--- config.mk ---
export PLATFORM = sky130hd
export DESIGN_NAME = serial_subtractor_8bit
export DESIGN_NICKNAME = d
export VERILOG_FILES = /design/src/rtl/serial_subtractor_8bit.sv
export SDC_FILE = /design/constraint.sdc
export NUM_CORES = 1
export LEC_CHECK = 0
export ABC_AREA = 1
export BUFFER_PORTS_ARGS = -buffer_cell sky130_fd_sc_hd__buf_2
export CAP_MARGIN = 20
export CORE_MARGIN = 1
export CORE_UTILIZATION = 57
export CTS_BUF_LIST = sky130_fd_sc_hd__clkbuf_8
export DETAILED_ROUTE_END_ITERATION = 6
export GPL_ROUTABILITY_DRIVEN = 0
export HOLD_SLACK_MARGIN = 0.15
export PLACE_DENSITY = 0.85
export SETUP_SLACK_MARGIN = 0.1
export SLEW_MARGIN = 10
export SYNTH_ARGS = -nofsm -noshare
export SYNTH_HDL_FRONTEND = slang
export SYNTH_SLANG_ARGS = --single-unit
--- constraint.sdc ---
create_clock -name clk -period 1.43 [get_ports clk]
set_input_delay 0.0715 -clock clk [delete_from_list [all_inputs] [get_ports clk]]
set_output_delay 0.0715 -clock clk [all_outputs]
set_load 0.02 [all_outputs]
--- src/rtl/serial_subtractor_8bit.sv ---
// Bit-serial subtractor: diff = A - B - borrow_in, one bit per clock, LSB first.
// Define SERIAL_SUB_OVF_EN to add the signed-overflow output ovf.
module serial_subtractor_8bit #(
  parameter int WIDTH = 8
) (
  input  logic             clk,
  input  logic             rst_n,
  input  logic             start,
  input  logic [WIDTH-1:0] A,
  input  logic [WIDTH-1:0] B,
  input  logic             borrow_in,
  output logic             busy,
  output logic             done,
  output logic [WIDTH-1:0] diff,
`ifdef SERIAL_SUB_OVF_EN
  output logic             ovf,
`endif
  output logic             borrow_out
);

  localparam int CNT_W = (WIDTH > 1) ? $clog2(WIDTH) : 1;
  localparam logic [CNT_W-1:0] LAST_BIT = CNT_W'(WIDTH - 1);

  typedef enum logic [1:0] {
    IDLE  = 2'd0,
    SHIFT = 2'd1,
    DONE  = 2'd2
  } state_t;

  state_t           state_reg;
  logic [WIDTH-1:0] a_sh_reg;
  logic [WIDTH-1:0] b_sh_reg;
  logic [WIDTH-1:0] diff_reg;
  logic [CNT_W-1:0] cnt_reg;
  logic             br_reg;
  logic             busy_reg;
  logic             done_reg;
  logic             borrow_out_reg;
`ifdef SERIAL_SUB_OVF_EN
  logic             ovf_reg;
`endif

  // Full-subtractor cell on the current LSBs of the shift registers.
  logic d_bit;
  logic br_next;

  always_comb begin
    d_bit   = a_sh_reg[0] ^ b_sh_reg[0] ^ br_reg;
    br_next = (~a_sh_reg[0] & b_sh_reg[0]) | (~(a_sh_reg[0] ^ b_sh_reg[0]) & br_reg);
  end

  always_ff @(posedge clk or negedge rst_n) begin
    if (!rst_n) begin
      state_reg      <= IDLE;
      a_sh_reg       <= '0;
      b_sh_reg       <= '0;
      diff_reg       <= '0;
      cnt_reg        <= '0;
      br_reg         <= 1'b0;
      busy_reg       <= 1'b0;
      done_reg       <= 1'b0;
      borrow_out_reg <= 1'b0;
`ifdef SERIAL_SUB_OVF_EN
      ovf_reg        <= 1'b0;
`endif
    end else begin
      case (state_reg)
        IDLE: begin
          done_reg <= 1'b0;
          if (start) begin
            a_sh_reg  <= A;
            b_sh_reg  <= B;
            br_reg    <= borrow_in;
            cnt_reg   <= '0;
            busy_reg  <= 1'b1;
            state_reg <= SHIFT;
          end
        end
        SHIFT: begin
          diff_reg <= {d_bit, diff_reg[WIDTH-1:1]};
          a_sh_reg <= a_sh_reg >> 1;
          b_sh_reg <= b_sh_reg >> 1;
          br_reg   <= br_next;
          if (cnt_reg == LAST_BIT) begin
            // Final bit: br_reg is the borrow into the MSB, br_next the borrow out.
            borrow_out_reg <= br_next;
`ifdef SERIAL_SUB_OVF_EN
            ovf_reg        <= br_reg ^ br_next;
`endif
            cnt_reg        <= '0;
            done_reg       <= 1'b1;
            state_reg      <= DONE;
          end else begin
            cnt_reg <= cnt_reg + 1'b1;
          end
        end
        DONE: begin
          done_reg  <= 1'b0;
          busy_reg  <= 1'b0;
          state_reg <= IDLE;
        end
        default: begin
          done_reg  <= 1'b0;
          busy_reg  <= 1'b0;
          state_reg <= IDLE;
        end
      endcase
    end
  end

  assign busy       = busy_reg;
  assign done       = done_reg;
  assign diff       = diff_reg;
  assign borrow_out = borrow_out_reg;
`ifdef SERIAL_SUB_OVF_EN
  assign ovf        = ovf_reg;
`endif

endmodule

## Word level (Yosys, flattened, before mapping)

Cells that the tools add are included.
W data, S select, Z words.

| operators by class | value |
|---|---|
| add/sub/neg operators | 1 |
| equal/unequal tests | 4 |
| mux-type cells | 16 |
| bitwise gates (word level) | 8 |
| reductions and logical operators | 6 |

Operators by type and width:

| kind | number |
|---|---|
| $pmux W8 S2 | 2 |
| $mux W8 | 2 |
| $reduce_and A2 Y1 | 4 |
| $mux W3 | 2 |
| $pmux W3 S2 | 1 |
| $mux W1 | 4 |
| $mux W2 | 2 |
| $ne A2 B2 Y1 const B | 2 |
| $pmux W1 S2 | 2 |
| $pmux W2 S2 | 1 |
| $add A3 B1 Y3 const B | 1 |
| $eq A3 B3 Y1 const B | 1 |
| $not A1 Y1 | 3 |
| $and A1 B1 Y1 | 2 |
| $eq A2 B1 Y1 const B | 1 |
| $logic_not A2 Y1 | 1 |
| $reduce_bool A2 Y1 | 1 |
| $xor A1 B1 Y1 | 2 |
| $or A1 B1 Y1 | 1 |

| word-level totals | value |
|---|---|
| register bits | 33 |
| logic and storage cells | 44 |

## Depth between registers and ports, before layout

Gate-level depths: netlist of the first run.

| logic depth | value |
|---|---|
| depth in word-level cells | 5 |
| gate-level depth with buffers | 6 |
| depth with buffers taken out | 6 |

## Least setup slack after synthesis of the first run

Ideal clock, no wire load.

| path | value |
|---|---|
| path type | reg2reg |
| from | register a_sh_reg[0] |
| to | register diff_reg[7] (netlist: diff[7]) |
| library setup time | 126 ps |
| arrival | 959 ps |
| slack | 345 ps |
| cell stages (with the launch flop) | 4 |
| path buffers | 0 |
| clock period less this slack | 1085 ps |
| cell sequence | dfrtp_1 fa_1 nand2_1 o21ai_0 |

| on the way | value |
|---|---|
| cells in the longest elaborated chain, start to end | 2 |

RTL lines:

| item | RTL line | RTL |
|---|---|---|
| start: declaration | 31 | `logic [WIDTH-1:0] a_sh_reg;` |
| start signal: assignment | 81 | `a_sh_reg <= a_sh_reg >> 1;` |
| $xor A1 B1 Y1 (2 in series) | 48 | `d_bit = a_sh_reg[0] ^ b_sh_reg[0] ^ br_reg;` |
| named net d_bit | 44 | `logic d_bit;` |
| end signal: assignment | 80 | `diff_reg <= {d_bit, diff_reg[WIDTH-1:1]};` |
| end: declaration | 33 | `logic [WIDTH-1:0] diff_reg;` |

The timed path passes the listed nets, and every way through them passes these cells.
A chain may end at the register's enable or synchronous reset.

## Worst setup path in the final report of the first run

| path | value |
|---|---|
| from | register cnt_reg[0] |
| to | register borrow_out_reg (netlist: borrow_out) |

| on the way | value |
|---|---|
| cells in the longest elaborated chain, start to end | 2 |

RTL lines:

| item | RTL line | RTL |
|---|---|---|
| start: declaration | 34 | `logic [CNT_W-1:0] cnt_reg;` |
| start signal: assignment | 94 | `cnt_reg <= cnt_reg + 1'b1;` |
| $eq A3 B3 Y1 | 84 | `if (cnt_reg == LAST_BIT) begin` |
| $reduce_and A2 Y1 (no source line) | n/a |  |
| end signal: assignment | 86 | `borrow_out_reg <= br_next;` |
| end: declaration | 38 | `logic borrow_out_reg;` |

Every way passes these cells.

==> results.ini, run 1 <==
[min_path]
min_from=start
hold_end=cnt_reg[2]
hold_path.class=input pin to flip-flop
hold_depth=4

[power]
power_density_nw_per_um2=2140
p_leak_nw=1.19
ir_drop_v=0.00162
power_mw=4.51

[floorplanning]
start_util_pct=60.1
ioPinCount=31
dieArea_um2=3100
die_w_um=55.7
rows=19
core_um2=2730
die_h_um=55.7

[yosys]
yosysUniqueCellTypes=14
syn_nets=228
yosysSeqAreaShare_pct=50.2
yosys_warnings=0
ys_ff_latch=33
syn_avg_cell_area_um2=8.02
syn_area_um2=1640
syn_inst=205

[run]
cap_violations=0

[layout]
final_layout_size_suffix_gt1_share_pct=18.8
fin_cells=287
nets=278
multi_input_area_um2=588
n_antenna_cell=0
area.sequential_um2=826
nFillCells=181
syn2layout_area_growth_pct=28.3

[sta]
max_slew_margin_pct=72.8
setup_tns_ns=0
setup_viol=0
post-route-period-util_pct=86.2
grt_setup_unrepaired=no
period_needed_ns=1.23
worst_pin_slew_ns=0.408
final_max_slew_viol_count=0
fmax_ghz=0.811
fin_worst_skew_ns=0.00757
hold_viol_final=0

[critical_path]
crit_path_end_kind=flip-flop
required_ns=1.60
reg2reg_slack_ns=0.20
rr_startpoint=cnt_reg[0]
cp.arrival_ns=1.40
rr_endpoint=borrow_out
max_stage_delay_ns=0.41
crit_slowest_cell=dfrtp_1
crit_path_max_fanout=3
worstSetupStartpointType=flip-flop
crit_chain=ha_1, ha_1, inv_1, nor2_1, nand2_1, nand2_1
crit_type=flip-flop to flip-flop
reg2reg_depth=6

[detailed_routing]
drt-total-wl_um=3260
drc_errors=0
dr.pass1.iters=4
vias=1440
drt-vias-per-instance=5.02
routedWlPerCell_um=11.4
initialDrtViolationCount=46
ant_nets=0

[clock_network]
cts_made_buffers=5
clock_latency_ns=0.29
clkSinkCount=33
clockBufferDepth=2
cts_tree=yes
root_buffer=clkbuf_8
htreeDepth=2
clk_transition_reported_paths_ns=0.07
cts_setup_buffers=0

[placed_design]
port_buffers=30
placed_cells=261
hpwlAfterDp_um=2080

[global_route]
grt.total_usage_pct=24.0
grt_pass1_wl_um=5720
grt_max_degree=34
grt_pass1_vias=1403
grt_antenna_before_repair=0
gr-total-overflow=0

[run_status]
status=finished clean

==> Yosys cell counts <==
master | count | area (um^2)
buf_2 | 5 | 25.0
buf_4 | 4 | 30.0
buf_6 | 2 | 22.5
dfrtp_1 | 33 | 826
fa_1 | 1 | 20.0
ha_1 | 2 | 25.0
inv_1 | 39 | 146
inv_4 | 1 | 6.26
nand2_1 | 50 | 188
nand2_4 | 3 | 33.8
nand3_1 | 48 | 240
nor2_1 | 4 | 15.0
nor2_2 | 1 | 6.26
o21ai_0 | 12 | 60.1
==> worst max-delay path: cells and delay by family, from the launching register on <==
family | cells | cell delay (ns)
fa+ha+maj | 2 | 0.42
simple gates | 3 | 0.19
buf+inv | 1 | 0.10
flops | 1 | 0.41
==> where the power goes <==
| group | switching, mW | internal [mW] |
|---|---|---|
| clock network | 0.342 | 0.561 |
| logic | 1.19 | 0.781 |
| registers | 0.260 | 1.38 |
==> cell type report <==
cell class / count / share of cell area (%)
Sequential cell: 33 / 39.1
Multi-Input combinational cell: 121 / 27.9
Timing Repair Buffer: 54 / 18.4
Inverter: 40 / 7.24
Clock buffer: 6 / 3.91
Tap cell: 31 / 1.84
Clock inverter: 2 / 1.60
==> routing by layer <==
| metal | global-route usage [%] | share of wire, % | vias to the layer above |
|---|---|---|---|
| met5 | 0 | 0 | - |
| met4 | 9.64 | 1.6 | 0 |
| li1 | - | - | 732 |
| met1 | 27.4 | 43 | 653 |
| met3 | 7.44 | 5.2 | 6 |
| met2 | 41.7 | 51 | 49 |
==> repair_timing <==
action	in CTS	in global routing
endpoints found under the setup margin	0	1
hold buffers	18	0
endpoints found under the hold margin	50	0
gates resized for setup	0	1
==> cell usage in the layout (no fill, tap or decap) <==
master,instances
buf_12,1
buf_2,30
buf_4,5
bufinv_16,1
clkbuf_8,6
dfrtp_1,33
dlygate4sd3_1,18
fa_1,1
ha_1,2
inv_1,40
inv_4,1
nand2_1,50
nand2_4,3
nand3_1,48
nor2_1,4
nor2_2,1
o21ai_0,11
o21ai_1,1
==> metrics by stage <==
step	utilization, %	setup WS (ns)	cell area [um^2]	hold WS, ns
5_1_grt	77.2	0.111	2110	0.272
3_5_place_dp	66.3	0.228	1810	0.118
3_3_place_gp	66.3	0.242	1810	0.120
6_report	77.2	0.197	2110	0.254
4_1_cts	77.2	0.188	2110	0.253
2_1_floorplan	-	0.345	1640	-0.224
==> how the worst max path moves through the flow <==
stage / from / end / slack [ns] / depth (start not counted)
3_3_place_gp: cnt_reg[0] / cnt_reg[0] / 0.24 / 5
5_1_grt: state_reg[0] / diff[1] / 0.11 / 5
3_5_place_dp: cnt_reg[0] / cnt_reg[0] / 0.23 / 5
4_1_cts: cnt_reg[0] / cnt_reg[0] / 0.19 / 5
2_1_floorplan: a_sh_reg[0] / diff[7] / 0.34 / 3
6_report: cnt_reg[0] / borrow_out / 0.20 / 6
==> kinds of logic (layout without fill, tap and decap cells) <==
| kind of cell | Yosys count | after routing | share of synthesized area [%] |
|---|---|---|---|
| AOI/OAI and AO/OA | 12 | 12 | 3.65 |
| adders and majority gates | 3 | 3 | 2.74 |
| buffers and inverters | 51 | 102 | 14.0 |
| DFF | 33 | 33 | 50.2 |
| and+or+nand+nor | 106 | 106 | 29.4 |
Power figures use the tool's default switching activity.
==> run 2: changes to the inputs <==
CTS_BUF_LIST = sky130_fd_sc_hd__clkbuf_4 sky130_fd_sc_hd__clkbuf_8   (was sky130_fd_sc_hd__clkbuf_8)
==> run 2 against run 1 <==
Routed wire length is 0.34% lower. Die area unchanged. Largest cell class unchanged. Final cell count did not move. Clock skew up 0.0027 ns. Via count decreased by 0.90%. Largest power group unchanged. Register-to-register slack improved by 0.02 ns. Power down 3.1%.
==> results.ini, run 2 (synthesized netlist as in run 1, its figures left out) <==
[power]
ir_drop_v=0.00173
power_density_nw_per_um2=2100
power_mw=4.37
p_leak_nw=1.18

[layout]
nFillCells=193
final_common_cell=nand2_1
multi_input_area_um2=588
nets=278
postLayoutCoreUtil_pct=76.2
fin_cells=287
n_antenna_cell=0
area.sequential_um2=827
syn2layout_area_growth_pct=26.7
final_layout_size_suffix_gt1_share_pct=19.5
most-common-layout-cells=nand2_1 (50), nand3_1 (48), inv_1 (39)

[critical_path]
crit_type=flip-flop to flip-flop
rr_endpoint=borrow_out
rr_startpoint=cnt_reg[0]
worstSetupStartpoint=cnt_reg[0]
worstSetupStartpointType=flip-flop
reg2reg_slack_ns=0.22
max_stage_delay_ns=0.41
required_ns=1.66
crit_chain=ha_1, ha_1, inv_1, nor2_1, nand2_1, nand2_1
cp.arrival_ns=1.44
reg2reg_depth=6
crit_slowest_cell=dfrtp_1
crit_path_max_fanout=3
crit_path_end_kind=flip-flop

[sta]
hold_viol_final=0
setup_viol=0
period_needed_ns=1.21
setup_tns_ns=0
fin_worst_skew_ns=0.0103
grt_setup_unrepaired=no
fmax_ghz=0.825
max_slew_margin_pct=72.8
worst_pin_slew_ns=0.407
post-route-period-util_pct=84.8
setup_slack_ns=0.218
final_max_slew_viol_count=0

[floorplanning]
die_h_um=55.7
die_w_um=55.7
rows=19
start_util_pct=60.1
ioPinCount=31
dieArea_um2=3100
core_um2=2730

[detailed_routing]
initialDrtViolationCount=43
drt-total-wl_um=3250
vias=1427
routedWlPerCell_um=11.3
drt-vias-per-instance=4.97
drc_errors=0
dr.pass1.iters=4
ant_nets=0

[placed_design]
pre_cts_ws_ns=0.228
placed_cells=261
port_buffers=30
hpwlAfterDp_um=2080

[clock_network]
root_buffer=clkbuf_4
clkSinkCount=33
cts_made_buffers=5
cts_tree=yes
clock_latency_ns=0.35
htreeDepth=2
clockBufferDepth=2
clk_transition_reported_paths_ns=0.11

[min_path]
hold_depth=4
hold_end=cnt_reg[1]
min_from=start
hold_path.class=input pin to flip-flop

[global_route]
grt_max_degree=34
grt_pass1_wl_um=5710
gr-total-overflow=0
grt_antenna_before_repair=0
grt_pass1_vias=1415
grt.total_usage_pct=23.8

[run_status]
status=finished clean

[run]
cap_violations=0

[run 2: what timing repair did]
item	4_1_cts	5_1_grt
setup endpoints to repair	0	3
hold buffers	18	0
setup buffers	0	0
gates resized for setup	0	2
endpoints found under the hold margin	50	0
[run 2: worst max-delay path by stage]
stage / to / slack (ns) / depth (start not counted)
2_1_floorplan: diff[7] / 0.34 / 3
3_3_place_gp: cnt_reg[0] / 0.24 / 5
3_5_place_dp: cnt_reg[0] / 0.23 / 5
4_1_cts: cnt_reg[0] / 0.20 / 5
5_1_grt: borrow_out / 0.11 / 6
6_report: borrow_out / 0.22 / 6
[run 2: power by group]
part	leakage, nW	switching, mW	internal, mW
clock	0.0489	0.327	0.436
sequential	0.403	0.254	1.38
combinational	0.727	1.19	0.783
[run 2: metal layers]
metal,vias up,GRT usage (%),share of wire (%)
met1,652,27.7,44
met5,-,0,0
li1,735,-,-
met4,0,11.8,0.95
met2,38,41.3,50
met3,2,5.35,4.9
[run 2: final cells by class]
cell class	instances	share of cell area, %
clock buffer	7	2.82
clock inverter	1	1.44
inverter	40	7.33
multi-input combinational	121	28.2
sequential	33	39.7
tap	31	1.86
timing repair buffer	54	18.6
[run 2: per-stage QoR]
stage	cell area [um^2]	hold slack (ns)
CTS	2080	0.183
global placement	1810	0.120
detailed placement	1810	0.118
global route	2080	0.203
finish	2080	0.185
floorplan	1640	-0.224
[run 2: critical path, delay by kind of cell (launching register included)]
family | cells | cell delay (ns)
flip-flops | 1 | 0.41
buffers and inverters | 1 | 0.10
AND/OR/NAND/NOR | 3 | 0.19
adder cells (fa/ha/maj) | 2 | 0.40
